===== src/rtl/alu_issue.sv =====
// rtl/alu_issue.sv - registered MIPS ALU issue stage with valid/ready handshake
// Optional one-entry skid buffer: define ALU_ISSUE_SKID_EN.
module alu_issue (
   input  logic        CLK,
   input  logic        Reset,
   input  logic        InValid,
   output logic        InReady,
   input  logic [31:0] Instruction,
   input  logic [31:0] RegA,
   input  logic [31:0] RegB,
   output logic        OutValid,
   input  logic        OutReady,
   output logic [3:0]  ALUCtrl,
   output logic [31:0] BusA,
   output logic [31:0] BusB,
   output logic        Illegal
);

   localparam logic [3:0] C_AND  = 4'h0;
   localparam logic [3:0] C_OR   = 4'h1;
   localparam logic [3:0] C_ADD  = 4'h2;
   localparam logic [3:0] C_SLL  = 4'h3;
   localparam logic [3:0] C_SRL  = 4'h4;
   localparam logic [3:0] C_SUB  = 4'h6;
   localparam logic [3:0] C_SLT  = 4'h7;
   localparam logic [3:0] C_ADDU = 4'h8;
   localparam logic [3:0] C_SUBU = 4'h9;
   localparam logic [3:0] C_XOR  = 4'hA;
   localparam logic [3:0] C_SLTU = 4'hB;
   localparam logic [3:0] C_NOR  = 4'hC;
   localparam logic [3:0] C_SRA  = 4'hD;
   localparam logic [3:0] C_LUI  = 4'hE;

   // Operand-B source selection produced by the decoder
   typedef enum logic [2:0] {
      SEL_REG   = 3'd0,  // A=RegA, B=RegB
      SEL_SHAMT = 3'd1,  // A=RegB, B=shamt
      SEL_SHVAR = 3'd2,  // A=RegB, B=RegA[4:0]
      SEL_SEXT  = 3'd3,  // A=RegA, B=sign-extended imm
      SEL_ZEXT  = 3'd4   // A=RegA, B=zero-extended imm
   } sel_e;

   typedef struct packed {
      logic        ill;
      logic [3:0]  ctrl;
      logic [31:0] a;
      logic [31:0] b;
   } issue_t;

   logic [5:0]  op;
   logic [5:0]  funct;
   logic [4:0]  shamt;
   logic [15:0] imm;
   logic        unused_bits;

   assign op          = Instruction[31:26];
   assign funct       = Instruction[5:0];
   assign shamt       = Instruction[10:6];
   assign imm         = Instruction[15:0];
   assign unused_bits = ^Instruction[25:16];

   logic       hit;
   logic [3:0] code;
   sel_e       sel;
   issue_t     dec;

   // Opcode/funct table: operation code and operand routing
   always_comb begin
      hit  = 1'b1;
      code = C_AND;
      sel  = SEL_REG;
      case (op)
         6'h00: begin
            case (funct)
               6'h20: code = C_ADD;
               6'h21: code = C_ADDU;
               6'h22: code = C_SUB;
               6'h23: code = C_SUBU;
               6'h24: code = C_AND;
               6'h25: code = C_OR;
               6'h26: code = C_XOR;
               6'h27: code = C_NOR;
               6'h2A: code = C_SLT;
               6'h2B: code = C_SLTU;
               6'h00: begin code = C_SLL; sel = SEL_SHAMT; end
               6'h02: begin code = C_SRL; sel = SEL_SHAMT; end
               6'h03: begin code = C_SRA; sel = SEL_SHAMT; end
               6'h04: begin code = C_SLL; sel = SEL_SHVAR; end
               6'h06: begin code = C_SRL; sel = SEL_SHVAR; end
               6'h07: begin code = C_SRA; sel = SEL_SHVAR; end
               default: hit = 1'b0;
            endcase
         end
         6'h08, 6'h23, 6'h2B: begin code = C_ADD;  sel = SEL_SEXT; end
         6'h09:               begin code = C_ADDU; sel = SEL_SEXT; end
         6'h0A:               begin code = C_SLT;  sel = SEL_SEXT; end
         6'h0B:               begin code = C_SLTU; sel = SEL_SEXT; end
         6'h0C:               begin code = C_AND;  sel = SEL_ZEXT; end
         6'h0D:               begin code = C_OR;   sel = SEL_ZEXT; end
         6'h0E:               begin code = C_XOR;  sel = SEL_ZEXT; end
         6'h0F:               begin code = C_LUI;  sel = SEL_ZEXT; end
         6'h04, 6'h05:        begin code = C_SUB;  sel = SEL_REG;  end
         default:             hit = 1'b0;
      endcase
   end

   // Operand muxing; an illegal entry carries all-zero control and operands
   always_comb begin
      dec = '0;
      if (!hit) begin
         dec.ill = 1'b1;
      end else begin
         dec.ctrl = code;
         case (sel)
            SEL_SHAMT: begin dec.a = RegB; dec.b = {27'b0, shamt};     end
            SEL_SHVAR: begin dec.a = RegB; dec.b = {27'b0, RegA[4:0]}; end
            SEL_SEXT:  begin dec.a = RegA; dec.b = {{16{imm[15]}}, imm}; end
            SEL_ZEXT:  begin dec.a = RegA; dec.b = {16'b0, imm};       end
            default:   begin dec.a = RegA; dec.b = RegB;               end
         endcase
      end
   end

   logic   out_valid_q, out_valid_d;
   issue_t out_data_q,  out_data_d;
   logic   in_ready;
   logic   accept;
   logic   out_load;

`ifdef ALU_ISSUE_SKID_EN
   logic   skid_valid_q, skid_valid_d;
   issue_t skid_data_q,  skid_data_d;
   logic   in_ready_q,   in_ready_d;

   // Handshake: output register refills from the skid first to keep order
   always_comb begin
      in_ready     = in_ready_q;
      accept       = InValid & in_ready;
      out_load     = ~out_valid_q | OutReady;
      out_valid_d  = out_valid_q;
      out_data_d   = out_data_q;
      skid_valid_d = skid_valid_q;
      skid_data_d  = skid_data_q;
      if (out_load) begin
         if (skid_valid_q) begin
            out_valid_d  = 1'b1;
            out_data_d   = skid_data_q;
            skid_valid_d = 1'b0;
         end else begin
            out_valid_d = accept;
            if (accept) out_data_d = dec;
         end
      end else if (accept) begin
         skid_valid_d = 1'b1;
         skid_data_d  = dec;
      end
      in_ready_d = ~skid_valid_d;
   end

   // State registers; reset drops both held entries
   always_ff @(posedge CLK) begin
      if (Reset) begin
         out_valid_q  <= 1'b0;
         out_data_q   <= '0;
         skid_valid_q <= 1'b0;
         skid_data_q  <= '0;
         in_ready_q   <= 1'b1;
      end else begin
         out_valid_q  <= out_valid_d;
         out_data_q   <= out_data_d;
         skid_valid_q <= skid_valid_d;
         skid_data_q  <= skid_data_d;
         in_ready_q   <= in_ready_d;
      end
   end
`else
   // Handshake: accept whenever the output register is empty or draining
   always_comb begin
      in_ready    = OutReady | ~out_valid_q;
      accept      = InValid & in_ready;
      out_load    = in_ready;
      out_valid_d = out_valid_q;
      out_data_d  = out_data_q;
      if (out_load) begin
         out_valid_d = accept;
         if (accept) out_data_d = dec;
      end
   end

   // State registers
   always_ff @(posedge CLK) begin
      if (Reset) begin
         out_valid_q <= 1'b0;
         out_data_q  <= '0;
      end else begin
         out_valid_q <= out_valid_d;
         out_data_q  <= out_data_d;
      end
   end
`endif

   assign InReady  = in_ready;
   assign OutValid = out_valid_q;
   assign Illegal  = out_data_q.ill;
   assign ALUCtrl  = out_data_q.ctrl;
   assign BusA     = out_data_q.a;
   assign BusB     = out_data_q.b;

endmodule


===== config.mk =====
export PLATFORM = sky130hd
export DESIGN_NAME = alu_issue
export DESIGN_NICKNAME = d
export VERILOG_FILES = /design/src/rtl/alu_issue.sv
export SDC_FILE = /design/constraint.sdc
export NUM_CORES = 1
export LEC_CHECK = 0
export CORE_ASPECT_RATIO = 1.25
export CORE_MARGIN = 2
export CORE_UTILIZATION = 38
export CTS_CLUSTER_DIAMETER = 120
export DETAILED_ROUTE_END_ITERATION = 10
export PLACE_DENSITY = 0.77
export SLEW_MARGIN = 20
export SYNTH_ARGS = -nofsm -noshare
export SYNTH_HDL_FRONTEND = slang
export SYNTH_SLANG_ARGS = --single-unit

===== constraint.sdc =====
create_clock -name CLK -period 1.9 [get_ports CLK]
set_input_delay 0.19 -clock CLK [delete_from_list [all_inputs] [get_ports CLK]]
set_output_delay 0.19 -clock CLK [all_outputs]
set_load 0.005 [all_outputs]

==> key figures <==
Status
  • Status: complete, no violations

Drt
  • Drt first pass iters: 5
  • Remaining DRCs: 0
  • Via density: around 5.7
  • Avg WL per Cell: roughly 18 um
  • Final WL: 14.4 mm
  • Starting DRT DRC Count: 321
  • Detail Route Antenna Nets: 0
  • Via count: 4495

Global routing
  • Global-route wire length before repair: about 22 mm
  • Initial antenna violation count: 0
  • Vias in the first global route: 4405
  • Largest net degree at the start of global routing: 39
  • Total gr overflow: 0
  • Total track usage: 26.2%

Yosys
  • Yosys top cell area share: 37.5%
  • Syn avg cell area: 7.81 um^2
  • Synth Area in Adders: 0%
  • Synth area leader: dfxtp_1
  • Largest family of logic cells by synthesized area: compound AO/OA/AOI/OAI gates
  • Synthesized cell area: 3730 um^2
  • Register area share after synthesis: 37.5%
  • Synth Flop Type: dfxtp_1
  • Post-synth ARST share: 0%
  • Synth Instances: between 400 and 500
  • Fraction of the mapped netlist area in simple logic gates: 18.7%
  • Synth warnings: 0
  • Synth Area in Compound Gates: 34.9%
  • Post-synthesis mux area share: 2.18%
  • Mapped Nets: 578
  • Number of flops mapped to enable cells by yosys: 0
  • Synth Register Bits: 70
  • Area contributors post-synth: dfxtp_1 (38%), o21ai_0 (8.6%), a21oi_1 (8.0%)
  • Number of distinct library cells after synthesis: 48
  • Xor-xnor portion of the synthesized cell area: 0.235%

Placed design
  • Final RePlAce weighted congestion: 0.860
  • DP Area: 5770 um^2
  • Port buffer count: 160
  • Post-DP HPWL: 10.1 mm

Hold path
  • Hold Path Depth: 2
  • HP Class: input pin to flop

Worst setup path
  • Slowest CP cell: clkdlybuf4s50_1
  • Setup CP Type: input pin to flop
  • Worst path buffer plus inverter count: 2
  • Worst-path fanout max: 21
  • CP Capture Type: flop
  • CP arrival: 2110 ps
  • Worst EP required: 2160 ps
  • Reg2reg path depth: 8
  • Cell family with the largest share of critical-path delay: buffers and inverters
  • CP max stage delay: 570 ps
  • CP Cell Sequence: clkdlybuf4s50_1, nor2b_2, nand2b_1, buf_4, o21ai_0, a2bb2o_1, a21oi_2
  • Startpoint types: input pin
  • Worst path depth: 7

Layout
  • Share of cells above drive strength 1: 17.8%
  • P&R area growth vs syn: 68.3%
  • Fillers: a little over 800
  • Most frequent cells in the layout: clkdlybuf4s50_1 (153), dfxtp_1 (70), nand2_1 (70)
  • Post-route cell area: 6280 um^2
  • Final #Nets: 763
  • Diode count: 0
  • Most common cell after layout, fill and taps aside: clkdlybuf4s50_1

Clock network
  • Clock slew seen by the registers of the worst setup and hold paths: roughly 60 ps
  • Clock tree from TritonCTS: done
  • Root buf cell: clkbuf_16
  • Clk Latency, worst-skew pair: between 300 and 400 ps
  • CTS Buf Count: 9
  • Clock buffer depth: 2
  • Htree depth: 3
  • CTS Sinks: 70
  • # hold bufs at CTS: 0

Power
  • Peak supply drop: 0.498 mV
  • P per Cell Area: 649 nW/um^2
  • Tot Pwr: approximately 0.0041 W
  • LEAKAGE: 2.27 nW

Timing
  • Fmax: 0.541 GHz
  • Hold Violations, Final: 0
  • Rel. slew slack: 73.1%
  • Worst-Margin Slew: 403 ps
  • Final setup viols: 0
  • RSZ-0062 raised after global routing: true
  • Final slew viol count: 0
  • Final min period: 1850 ps
  • Final period util: 97.3%
  • Max Clock Skew: 6.54 ps

Die
  • Height of the die: around 110 um
  • Core Area: 9610 um^2
  • DIE AREA: 10600 um^2
  • # IOs: 171
  • Chip width: 92.6 um
  • Site row count: 40
  • Initial Util: 38.8%

Run
  • Max-cap violation count: 0
## routing by layer
| layer | GRT usage (%) | routed length (um) | vias up |
|---|---|---|---|
| met5 | 0 | 0 | - |
| met3 | 5.24 | 1140 | 43 |
| met4 | 15.3 | 699 | 0 |
| li1 | - | - | 2108 |
| met2 | 44.1 | 7080 | 229 |
| met1 | 31.0 | 5480 | 2115 |
## synthesized netlist by cell type (2+ instances only)
| cell type | n |
|---|---|
| o22ai_1 | 2 |
| a22oi_1 | 11 |
| nor2b_1 | 5 |
| dfxtp_1 | 70 |
| o21ai_0 | 64 |
| nand4_1 | 2 |
| a31oi_1 | 3 |
| a21oi_1 | 60 |
| nand3b_1 | 2 |
| nand2b_1 | 6 |
| o31ai_1 | 2 |
| clkbuf_1 | 40 |
| nor3_1 | 8 |
| inv_1 | 3 |
| and2_1 | 3 |
| nand3_1 | 34 |
| a221oi_1 | 5 |
| nand2_1 | 71 |
| and3_1 | 2 |
| buf_6 | 4 |
| o21bai_1 | 5 |
| o21ai_1 | 3 |
| a2bb2o_2 | 11 |
| mux2i_1 | 7 |
| nor2_1 | 10 |
| buf_2 | 4 |
| a2bb2o_1 | 20 |
## final cells by class
cell class	count	area (um^2)	area share (%)
timing repair buffer	224	2190	34.8
inverter	3	11.3	0.179
tap	126	158	2.51
sequential	70	1400	22.3
multi-input combinational	355	2190	34.9
clock buffer	9	225	3.59
clock inverter	7	105	1.67
## stage by stage
step                std cells  worst slack, ps  util (%)  setup TNS (ps)  hold WS [ps]
detailed placement        769             -388      60.1          -22050           442
global route              794            -37.6      65.4           -88.7           297
global placement          769             -387      60.1          -19530           435
CTS                       789            -6.00      63.9           -6.00           255
finish                    794             50.8      65.4               0           283
floorplan                 478             43.8         -               0           319
## state kept, by name (all words and copies together), names as in the netlist
| register | flops |
|---|---|
| BusA | 32 |
| ALUCtrl | 4 |
| Illegal | 1 |
| OutValid | 1 |
| BusB | 32 |
## logic make-up after synthesis
family / after synthesis
AOI/OAI and AO/OA: 197
xor gates and xnor gates: 1
buffers and inverters: 53
DFF: 70
muxes: 8
and+or+nand+nor: 149
## worst reg2reg max path, stage by stage, from the launching register on
cell,delay [ps]
dfxtp_1,310
nand2b_1,100
nand2_2,140
a2111oi_4,290
buf_4,210
buf_6,160
buf_4,130
a2bb2o_4,210
a21oi_1,140
## where the power goes
group / total, W / switching (W) / internal [W]
clock: 0.00185 / 0.000676 / 0.00117
sequential: 0.00152 / 0.0000189 / 0.00150
combinational: 0.000713 / 0.000318 / 0.000394
total: 0.00408 / 0.00101 / 0.00306
## path summary, 6_finish.rpt
kind                  start        to  slack (ps)
max          Instruction[0]   BusA[1]          50
min                   Reset  OutValid         280
max reg2reg        OutValid   BusA[4]         140
min reg2reg         BusB[7]   BusB[7]         450
## repair_timing
action | CTS | global route
resized for setup | 3 | 43
pin swaps | 1 | 4
buffers inserted | 2 | 4
gates cloned | 2 | 1
endpoints found under the setup margin | 18 | 68
endpoints found under the hold margin | 0 | 0
Note: power is estimated with default switching activity, not from simulation.
